<file path="src/rtl/trace_fetch.sv">
// Read-side sequencer for trace_buffer: sweeps every column on line_start and
// streams {column, height, side} through a small FWFT FIFO to the renderer.
module trace_fetch #(
    parameter int NUM_COLS = 640,
    parameter int DEPTH    = 2
) (
    input  logic       clk,
    input  logic       reset,
    input  logic       line_start,
    output logic       tb_cs,
    output logic       tb_oe,
    output logic       tb_we,
    output logic [9:0] tb_column,
    input  logic [7:0] tb_height,
    input  logic       tb_side,
    output logic       out_valid,
    input  logic       out_ready,
    output logic [9:0] out_column,
    output logic [7:0] out_height,
    output logic       out_side,
    output logic       busy,
    output logic       line_done,
    output logic       overrun,
    output logic [1:0] dbg_state
);

    // Output handshake: an entry transfers on every cycle where out_valid && out_ready.
    localparam int PW = (DEPTH > 1) ? $clog2(DEPTH) : 1;
    localparam int CW = $clog2(DEPTH + 1);
    localparam logic [9:0]    LAST_COL = 10'(NUM_COLS - 1);
    localparam logic [PW-1:0] LAST_PTR = PW'(DEPTH - 1);

    typedef enum logic [1:0] {
        IDLE  = 2'd0,
        FETCH = 2'd1,
        DRAIN = 2'd2
    } state_t;

    state_t         state, state_nxt;
    logic [9:0]     col, col_prev;
    logic           inflight;
    logic [CW-1:0]  count;
    logic [PW-1:0]  wr_ptr, rd_ptr;
    logic [18:0]    mem [DEPTH];
    logic [18:0]    head;
    logic           issue, push, pop, done_nxt, line_done_q;

    // A read may only be issued if its result is guaranteed a FIFO slot.
    assign issue = (state == FETCH) && ((int'(count) + int'(inflight)) < DEPTH);
    assign push  = inflight;
    assign pop   = out_valid && out_ready;

    always_comb begin
        state_nxt = state;
        done_nxt  = 1'b0;
        case (state)
            IDLE:  if (line_start) state_nxt = FETCH;
            FETCH: if (issue && col == LAST_COL) state_nxt = DRAIN;
            DRAIN: begin
                if (!inflight && count == '0) begin
                    state_nxt = IDLE;
                    done_nxt  = 1'b1;
                end
            end
            default: state_nxt = IDLE;
        endcase
    end

    always_ff @(posedge clk) begin
        if (reset) begin
            state       <= IDLE;
            col         <= '0;
            col_prev    <= '0;
            inflight    <= 1'b0;
            count       <= '0;
            wr_ptr      <= '0;
            rd_ptr      <= '0;
            line_done_q <= 1'b0;
        end else begin
            state       <= state_nxt;
            line_done_q <= done_nxt;
            inflight    <= issue;
            if (state == IDLE && line_start) begin
                col <= '0;
            end else if (issue) begin
                col      <= col + 10'd1;
                col_prev <= col;
            end
            if (push) wr_ptr <= (wr_ptr == LAST_PTR) ? '0 : wr_ptr + PW'(1);
            if (pop)  rd_ptr <= (rd_ptr == LAST_PTR) ? '0 : rd_ptr + PW'(1);
            case ({push, pop})
                2'b10:   count <= count + CW'(1);
                2'b01:   count <= count - CW'(1);
                default: count <= count;
            endcase
        end
    end

    // Data is captured the cycle after issue, while the buffer still drives it.
    always_ff @(posedge clk) begin
        if (!reset && push) mem[wr_ptr] <= {col_prev, tb_height, tb_side};
    end

    assign head       = mem[rd_ptr];
    assign out_valid  = (count != '0);
    assign out_column = out_valid ? head[18:9] : '0;
    assign out_height = out_valid ? head[8:1]  : '0;
    assign out_side   = out_valid ? head[0]    : 1'b0;

    assign tb_cs     = (state == FETCH) || (state == DRAIN && inflight);
    assign tb_oe     = tb_cs;
    assign tb_we     = 1'b0;
    assign tb_column = (state == FETCH) ? col : '0;
    assign busy      = (state != IDLE);
    assign line_done = line_done_q;
    assign overrun   = line_start && busy;
    assign dbg_state = state;

endmodule

</file>
<file path="config.mk">
export PLATFORM = sky130hd
export DESIGN_NAME = trace_fetch
export DESIGN_NICKNAME = d
export VERILOG_FILES = /design/src/rtl/trace_fetch.sv
export SDC_FILE = /design/constraint.sdc
export NUM_CORES = 1
export LEC_CHECK = 0
export ABC_AREA = 1
export CORE_MARGIN = 2
export CORE_UTILIZATION = 51
export DETAILED_ROUTE_END_ITERATION = 12
export PLACE_DENSITY = 0.81
export SYNTH_ARGS = -nofsm -noshare
export SYNTH_HDL_FRONTEND = slang
export SYNTH_SLANG_ARGS = --single-unit
</file>
<file path="constraint.sdc">
create_clock -name clk -period 2.82 [get_ports clk]
set_input_delay 0.282 -clock clk [delete_from_list [all_inputs] [get_ports clk]]
set_output_delay 0.282 -clock clk [all_outputs]
set_load 0.03 [all_outputs]
</file>
---- After elaboration in Yosys (flattened, before gate mapping) ----
Memory sizes are Yosys's and may differ from the RTL's. A register that Yosys moved wholly into a read port is not among the register bits.
Cells that the tools add are included.
storage, ports and cells
  register bits ........................... 28
  RAM bits ................................ 38
  output and inout port bits .............. 38
  word-level logic and storage cells ...... 62
  memories ................................ 1
operators by class
  $add $sub $neg .......................... 6
  magnitude comparators ................... 1
  equality and inequality tests ........... 8
  multiplexer cells ....................... 16
  bitwise gates (word level) .............. 2
  reduce and logical (&&, ||, !) cells .... 20
memories
  name  words  bits a word  rd ports  clocked after Yosys merged registers in  wr ports  RTL line  RTL
  mem   2      19           1         1                                        1         44        logic [18:0] mem [DEPTH];
operators with widths
  kind                                                                          count
  10-bit two-way mux                                                            2
  10-bit by 1-bit adder with 10-bit output, second input constant               1
  10-bit == test, second input constant                                         1
  1-bit logical AND                                                             8
  1-bit two-way mux                                                             8
  8-bit two-way mux                                                             1
  2-bit two-way mux                                                             3
  2-bit one-hot mux with 3 select lines                                         1
  2-bit nonzero test                                                            3
  2-bit by 1-bit == test with 1-bit output, second input constant               2
  2-bit == test, second input constant                                          2
  2-bit zero test                                                               2
  2-bit != test, second input constant                                          2
  2-bit one-hot mux with 2 select lines                                         1
  2-bit OR reduction                                                            2
  2-bit by 1-bit adder with 3-bit output                                        1
  3-bit by 2-bit less-than comparator with 1-bit output, second input constant  1
  3-bit AND reduction                                                           1
  1-bit adder, second input constant                                            2
  2-bit by 1-bit adder with 2-bit output, second input constant                 1
  1-bit zero test                                                               2
  2-bit by 1-bit != test with 1-bit output, second input constant               1
  1-bit inverter                                                                2
  2-bit AND reduction                                                           1
  2 further kinds                                                               2

---- Depth between registers and ports, before layout ----
Gate-level depths: netlist of run 1.
  word-level depth ........................ 6
  depth in mapped cells ................... 9

---- Worst setup path after synthesis of run 1 ----
Ideal clock, no wire load.
  kind .................................... input to register
  from .................................... in reset
  to ...................................... mem mem[1][0], enable pin
  setup time .............................. 0.419 ns
  data arrival time ....................... 1.885 ns
  slack ................................... 0.516 ns
  stages on the path ...................... 2
  cell sequence ........................... clkbuf_1 -> nor3_1
on the way
  cells in the longest elaborated chain, start to end .. 4
ends and longest elaborated chain
  what                                     RTL line  RTL
  start: declaration                       8         input logic reset,
  1-bit zero test                          101       if (!reset && push) mem[wr_ptr] <= {col_prev, tb_height, tb_side};
  1-bit logical AND                        101
  1-bit two-way mux                        101
  1-bit two-way mux (not written as such)  101
  end: declaration                         44
No other way between the ends.

==> results of run 1 <==
[kinds of logic after synthesis]
group	Yosys count	synth area share
AND/OR/NAND/NOR	113	0.173
AO/OA/AOI/OAI	61	0.118
buffers and inverters	41	0.0667
other	1	0.00137
adder cells (fa/ha/maj)	2	0.00914
XOR/XNOR	1	0.00320
flip-flops	67	0.629
[power by group through the flow]
stage | logic (mW) | clock network [mW] | registers [mW]
finish | 0.608 | 0.855 | 1.11
global route | 0.659 | 0.914 | 1.12
CTS | 0.612 | 0.866 | 1.11
detailed placement | 0.607 | 0 | 1.13
global placement | 0.589 | 0 | 1.13
floorplan | 0.386 | 0 | 1.13
[cells in the mapped netlist]
library cell / n
nand4_1: 3
inv_1: 27
xor2_1: 1
nor3_1: 4
a211oi_2: 2
clkinv_1: 1
nand3_1: 5
nor4_1: 1
buf_1: 1
clkbuf_1: 3
o21ai_1: 5
a21oi_2: 1
edfxtp_1: 38
dfxtp_1: 29
nand2_2: 3
nand2_1: 68
buf_6: 2
buf_4: 2
nor2_1: 25
o21ai_0: 10
nor2_2: 2
buf_2: 5
ha_1: 2
nor2_4: 2
a21oi_1: 43
conb_1: 1
[sequential cells by signal, summed over array words and instances (netlist names), named ones only]
register / cells
col: 10
col_prev: 10
count: 2
dbg_state: 2
inflight: 1
line_done: 1
mem: 38
rd_ptr: 1
wr_ptr: 1
[final cells by class]
cell class,instances,area (µm²)
inverters,28,105
repair buffers,55,536
flip-flops and latches,67,1720
fillers,427,1630
clock buffers,11,141
clock inverters,5,76.3
multi-input cells,178,842
well taps,70,87.6
[critical path: stages, from the launching register on]
cell and delay, ns:
dfxtp_1 0.31, buf_4 0.22, clkinv_1 0.47, nand2_1 0.19
a21oi_1 0.09, clkdlybuf4s50_1 0.62
[worst min-delay path by stage]
stage	from	end	slack [ns]	cells past startpoint
after floorplan	tb_side	mem[0][0]	0.38	0
after global placement	col_prev[2]	mem[0][11]	0.43	0
after detailed placement	col_prev[3]	mem[1][12]	0.44	0
after CTS	col_prev[3]	mem[1][12]	0.46	0
after global routing	col_prev[3]	mem[1][12]	0.47	0
final	col_prev[3]	mem[1][12]	0.46	0
[through the flow]
| stage | hold WS, ns | instances | worst slack [ns] | utilization |
|---|---|---|---|---|
| after floorplan | 0.381 | 286 | 0.516 | - |
| after global placement | 0.435 | 398 | 0.730 | 0.640 |
| after detailed placement | 0.441 | 398 | 0.631 | 0.640 |
| after CTS | 0.456 | 414 | 0.271 | 0.683 |
| after global routing | 0.471 | 414 | 0.0998 | 0.683 |
| final | 0.456 | 414 | 0.304 | 0.683 |
[layer usage]
metal | up-vias | global-route usage
li1 | 1059 | -
met3 | 9 | 0.0400
met1 | 961 | 0.256
met5 | - | 0
met4 | 0 | 0.0804
met2 | 55 | 0.318
==> results.yml, run 1 <==
status:
  status: "complete, no violations"
route:
  ant_nets: 0
  wl_per_cell_um: 13.1
  met3_wirelength_um: 216
  wl_met2_mm: 2.66
  finalWirelength_mm: 5.44
  drt-initial-drc-count: 137
  drc: 0
  wirelength_met1_mm: 2.48
  highest_layer: "met4"
  viasPerCell: 5.03
  first_pass_iters: 4
  num_vias: 2084
place:
  portBuffers: 49
  gp_congestion: 0.906
  place_hpwl_mm: 3.70
  dpl_cell_area_um2: 3290
finish:
  n_antenna_cell: 0
  syn_to_final_growth_pct: 28.1
  fin_nets: 354
  layout_commonest_cell: "nand2_1"
  drive_above_1_share: 0.0930
  stdcell_area_um2: 3510
  most-common-layout-cells: "nand2_1, clkdlybuf4s50_1, a21oi_1"
power_and_ir_drop:
  irDropWorstVdd_mv: 0.352
  seqPwrFrac: 0.432
  swShare: 0.294
  internal_power_mw: 1.82
  clock_power_share: 0.332
  p_sw_mw: 0.758
  powerDensity_nw_per_um2: 734
  pwr-share-comb: 0.236
  p_total_mw: 2.58
  p_leak_nw: 1.27
timing:
  timing.fmax_mhz: 398
  min_period_ns: 2.52
  tightest_slew_ns: 0.509
  setup_viol: 0
  slew_headroom: 0.659
  fin_crit_sh: 0.892
  rsz0062_at_grt: "no"
  finClkSkew_ns: 0.00700
  hold_violations: 0
  timing.setup.tns_ns: 0
  slew_viol_final: 0
worst_setup_path:
  r2r_cells: 10
  r2r_setup_slack_ns: 0.87
  worstPathArrival_ns: 2.23
  crit_type: "flip-flop to primary output"
  r2r-start: "count[0]"
  cp-endpoint: "out_column[9]"
  endpoint_kind: "primary output"
  critPathRequiredTime_ns: 2.54
  r2r_end: "count[1]"
  startpoint_type: "flip-flop"
  path_max_fanout: 20
clocking:
  cts_resized: 0
  insertion_delay_ns: 0.33
  cts.sinks: 67
  clockBufferDepth: 2
  cts_setup_buffers: 0
  cts_buffers: 9
  clockRootBuffer: "clkbuf_8"
  path_clk_slew_ns: 0.07
  cts_htree_levels: 3
  hold_buffers: 0
  cts_tree: "done"
floorplanning:
  fp.dieW_um: 77.3
  rows: 26
  chipHeight_um: 77.3
  core_area_um2: 5140
  io_pins: 51
  fp.dieArea_um2: 5970
  initial_core_util: 0.533
logic_synthesis:
  synth_area_um2: 2740
  synth_top_area_frac: 0.417
  avgSynthCellArea_um2: 9.58
  synth.distinct_cells: 26
  ys_ff_latch: 67
  synth_nets: 301
  yosysTopAreaCell: "edfxtp_1"
  synthCells: 286
  ys_seq_area_frac: 0.629
  synth_warnings: 0
  synth_area_leaders: "edfxtp_1, dfxtp_1, nand2_1, a21oi_1, inv_1"
hold_path:
  hold_class: "flip-flop to flip-flop"
global_routing:
  grt_pass1_vias: 1995
  antenna_found_initial: 0
  grt_pass1_wl_mm: 9.18
  gr-total-overflow: 0
  grt_use_total: 0.196
  grt_start_max_net_pins: 23
flow_run:
  drv_cap: 0
(Power assumes the default switching activity.)
==> run 2, diff against run 1 <==
CORE_MARGIN = 3   (was 2)
==> results.yml, run 2 (synthesis results as in run 1) <==
finish:
  drive_above_1_share: 0.0843
  most-common-layout-cells: "nand2_1, clkdlybuf4s50_1, a21oi_1"
  reg.largest.list: "mem (38), col (10), col_prev (10)"
  fin_cells: 414
  syn_to_final_growth_pct: 26.7
  n_antenna_cell: 0
  largest_reg_flops: 38
  top_register: "mem"
  stdcell_area_um2: 3470
  num-fill-cells: 433
  fin_nets: 354
  layout_commonest_cell: "nand2_1"
  final_util: 0.675
timing:
  slew_viol_final: 0
  slew_headroom: 0.650
  tightest_slew_ns: 0.522
  timing.setup.tns_ns: 0
  setup_viol: 0
  holdWs_ns: 0.450
  setup_slack_ns: 0.346
  hold_violations: 0
  finClkSkew_ns: 0.00837
  timing.fmax_mhz: 404
  rsz0062_at_grt: "no"
  fin_crit_sh: 0.877
  min_period_ns: 2.47
global_routing:
  grt_start_max_net_pins: 23
  grt_pass1_vias: 2034
  grt_use_total: 0.192
  gr-total-overflow: 0
  grt_use_met2: 0.312
  grt_pass1_wl_mm: 9.44
  antenna_found_initial: 0
  met3_usage: 0.0397
  grt-busiest-layer: "met2"
  met1_usage: 0.259
route:
  viasPerCell: 5.05
  ant_nets: 0
  wl_per_cell_um: 13.4
  finalWirelength_mm: 5.56
  drt-initial-drc-count: 155
  drc: 0
  num_vias: 2092
  first_pass_iters: 5
clocking:
  hold_buffers: 0
  clockBufferDepth: 2
  cts_resized: 0
  cts.sinks: 67
  cts_buffers: 9
  path_clk_slew_ns: 0.06
  cts_tree: "done"
  clockRootBuffer: "clkbuf_8"
  cts_setup_buffers: 0
  insertion_delay_ns: 0.32
  cts_htree_levels: 3
place:
  portBuffers: 49
  place_ws_ns: 0.684
  dpl_cell_area_um2: 3290
  dp_cells: 398
  gp_congestion: 0.901
  place_hpwl_mm: 3.89
hold_path:
  hold_class: "flip-flop to flip-flop"
power_and_ir_drop:
  p_leak_nw: 1.25
  irDropWorstVdd_mv: 0.382
  powerDensity_nw_per_um2: 704
  p_total_mw: 2.44
floorplanning:
  core_area_um2: 5140
  fp.dieArea_um2: 6290
  initial_core_util: 0.533
  io_pins: 51
  chipHeight_um: 79.3
  rows: 26
  fp.dieW_um: 79.3
status:
  status: "complete, no violations"
worst_setup_path:
  crit_type: "flip-flop to primary output"
  critPathRequiredTime_ns: 2.54
  path_max_fanout: 19
  crit_family: "buffers and inverters"
  worstPathArrival_ns: 2.19
  cpMaxStageDelayCell: "clkdlybuf4s50_1"
  crit_chain: "clkinv_1, nand2_1, a21oi_1, clkdlybuf4s50_1"
  r2r_setup_slack_ns: 0.97
  crit_buf_inv: 2
  cp_slowest_stage_delay_ns: 0.61
  endpoint_kind: "primary output"
  startpoint_type: "flip-flop"
flow_run:
  drv_cap: 0
==> run 2: cell count changes in the layout (fill, tap and decap cells not counted), sizes merged <==
cell / change
clkbuf: +2
bufinv: -1
clkinvlp: -1
==> run 2: final cells by class <==
class / instances / area, µm² / share of cell area
inverter: 28 / 105 / 0.0303
multi-input combinational: 178 / 842 / 0.243
clock buffer: 13 / 139 / 0.0400
clock inverter: 3 / 38.8 / 0.0112
tap: 70 / 87.6 / 0.0252
timing repair buffer: 55 / 536 / 0.154
sequential: 67 / 1720 / 0.496
==> run 2: power by group <==
| part | total (mW) | internal (mW) | switching (mW) |
|---|---|---|---|
| clock | 0.723 | 0.406 | 0.317 |
| combinational | 0.601 | 0.218 | 0.383 |
| sequential | 1.12 | 1.08 | 0.0360 |
==> run 2: path summary, 6_finish.rpt <==
path | start | to | cells after the start
hold / removal | col_prev[6] | mem[1][15] | 0
hold reg to reg | col_prev[6] | mem[1][15] | 0
setup / recovery | flip-flop | out_column[2] | 4
setup reg to reg | count[0] | count[1] | 10
==> run 2: per-layer routing <==
| metal | vias to the layer above | routed length, µm |
|---|---|---|
| met1 | 962 | 2520 |
| li1 | 1053 | - |
| met5 | - | 0 |
| met3 | 4 | 276 |
| met4 | 0 | 23 |
| met2 | 73 | 2740 |
==> run 2: worst register-to-register path, stage by stage (launching register included) <==
cell     delay [ns]
dfxtp_1        0.35
nor2_1         0.10
buf_4          0.24
inv_1          0.12
nand2_1        0.07
inv_1          0.07
ha_1           0.30
a21oi_1        0.12
o21ai_0        0.12
o21ai_0        0.18
a21oi_1        0.06
==> run 3, diff against run 2 <==
REMOVE_ABC_BUFFERS = 1   (was not set)
==> results.yml, run 3 (synthesis results as in run 1) <==
timing:
  fin_crit_sh: 0.894
  setup_slack_ns: 0.298
  slew_viol_final: 0
  timing.fmax_mhz: 397
  min_period_ns: 2.52
  setup_viol: 0
  timing.setup.tns_ns: 0
  slew_headroom: 0.654
  holdWs_ns: 0.457
  hold_violations: 0
  tightest_slew_ns: 0.515
  finClkSkew_ns: 0.00651
  rsz0062_at_grt: "no"
floorplanning:
  core_area_um2: 5140
  io_pins: 51
  initial_core_util: 0.533
  rows: 26
  fp.dieArea_um2: 6290
  chipHeight_um: 79.3
  fp.dieW_um: 79.3
worst_setup_path:
  cp_slowest_stage_delay_ns: 0.60
  crit_chain: "buf_4, clkinv_1, nand2_1, a21oi_1, clkdlybuf4s50_1"
  cpMaxStageDelayCell: "clkdlybuf4s50_1"
  worstPathArrival_ns: 2.24
  r2r_end: "count[1]"
  startpoint_type: "flip-flop"
  r2r_cells: 10
  r2r_setup_slack_ns: 1.00
  cp-endpoint: "out_column[2]"
  critPathRequiredTime_ns: 2.54
  crit_type: "flip-flop to primary output"
  r2r-start: "count[0]"
  path_max_fanout: 20
  endpoint_kind: "primary output"
clocking:
  insertion_delay_ns: 0.34
  cts.sinks: 67
  cts_htree_levels: 3
  clockRootBuffer: "clkbuf_8"
  cts_buffers: 9
  hold_buffers: 0
  cts_resized: 0
  cts_setup_buffers: 0
  cts_tree: "done"
  path_clk_slew_ns: 0.08
  clockBufferDepth: 2
finish:
  n_antenna_cell: 0
  layout_commonest_cell: "nand2_1"
  final_util: 0.682
  syn_to_final_growth_pct: 28.0
  multi_input_area_um2: 840
  reg.largest.list: "mem (38), col (10), col_prev (10)"
  fin_nets: 353
  top_register: "mem"
  largest_reg_flops: 38
  most-common-layout-cells: "nand2_1, clkdlybuf4s50_1, a21oi_1"
  num-fill-cells: 420
  fin_cells: 413
  seq_area_um2: 1720
  drive_above_1_share: 0.0933
  stdcell_area_um2: 3510
global_routing:
  grt_use_total: 0.194
  gr-total-overflow: 0
  antenna_found_initial: 0
  grt_pass1_wl_mm: 9.31
  grt_pass1_vias: 2000
  grt_start_max_net_pins: 24
place:
  place_ws_ns: 0.630
  dpl_cell_area_um2: 3280
  portBuffers: 49
  dp_cells: 397
  gp_congestion: 0.886
  place_hpwl_mm: 3.88
route:
  wl_per_cell_um: 13.8
  first_pass_iters: 4
  ant_nets: 0
  drc: 0
  drt-initial-drc-count: 178
  finalWirelength_mm: 5.70
  num_vias: 2126
  viasPerCell: 5.15
status:
  status: "complete, no violations"
hold_path:
  hold_depth: 0
  hold_class: "flip-flop to flip-flop"
power_and_ir_drop:
  p_total_mw: 2.59
  p_leak_nw: 1.27
  powerDensity_nw_per_um2: 738
  irDropWorstVdd_mv: 0.331
flow_run:
  drv_cap: 0
-- run 3: cell count changes in the layout (fill, tap and decap cells not counted), sizes merged --
cell | before | now
buf | 6 | 5
inv | 27 | 28
clkinv | 3 | 5
clkbuf | 13 | 9
bufinv | 1 | 2
-- run 3: worst min-delay path by stage --
stage	from	to
finish	col_prev[9]	mem[0][18]
global route	col_prev[3]	mem[1][12]
CTS	col_prev[9]	mem[0][18]
detailed placement	col_prev[9]	mem[0][18]
global placement	col_prev[9]	mem[1][18]
floorplan	reset	dbg_state[0]
-- run 3: critical path: cells and delay by family (launching register included) --
kind / cells / cell delay, ns
AOI/OAI and AO/OA: 1 / 0.10
buffers and inverters: 3 / 1.29
and+or+nand+nor: 1 / 0.19
DFF: 1 / 0.31
-- run 3: layout make-up --
class                           instances  share of cell area
Multi-Input combinational cell        178               0.239
Inverter                               28              0.0300
Tap cell                               70              0.0250
Clock inverter                          7              0.0286
Sequential cell                        67               0.491
Timing Repair Buffer                   54               0.151
Clock buffer                            9              0.0353
-- run 3: layer usage --
layer,track usage,vias up,share of wire
li1,-,1055,-
met1,0.244,1001,0.45
met2,0.320,65,0.49
met3,0.0510,5,0.045
met4,0.0790,0,0.0076
met5,0,-,0
-- run 3: power by group --
part / total [mW] / internal, mW / switching, mW
clock network: 0.875 / 0.503 / 0.372
registers: 1.11 / 1.08 / 0.0298
logic: 0.602 / 0.217 / 0.384
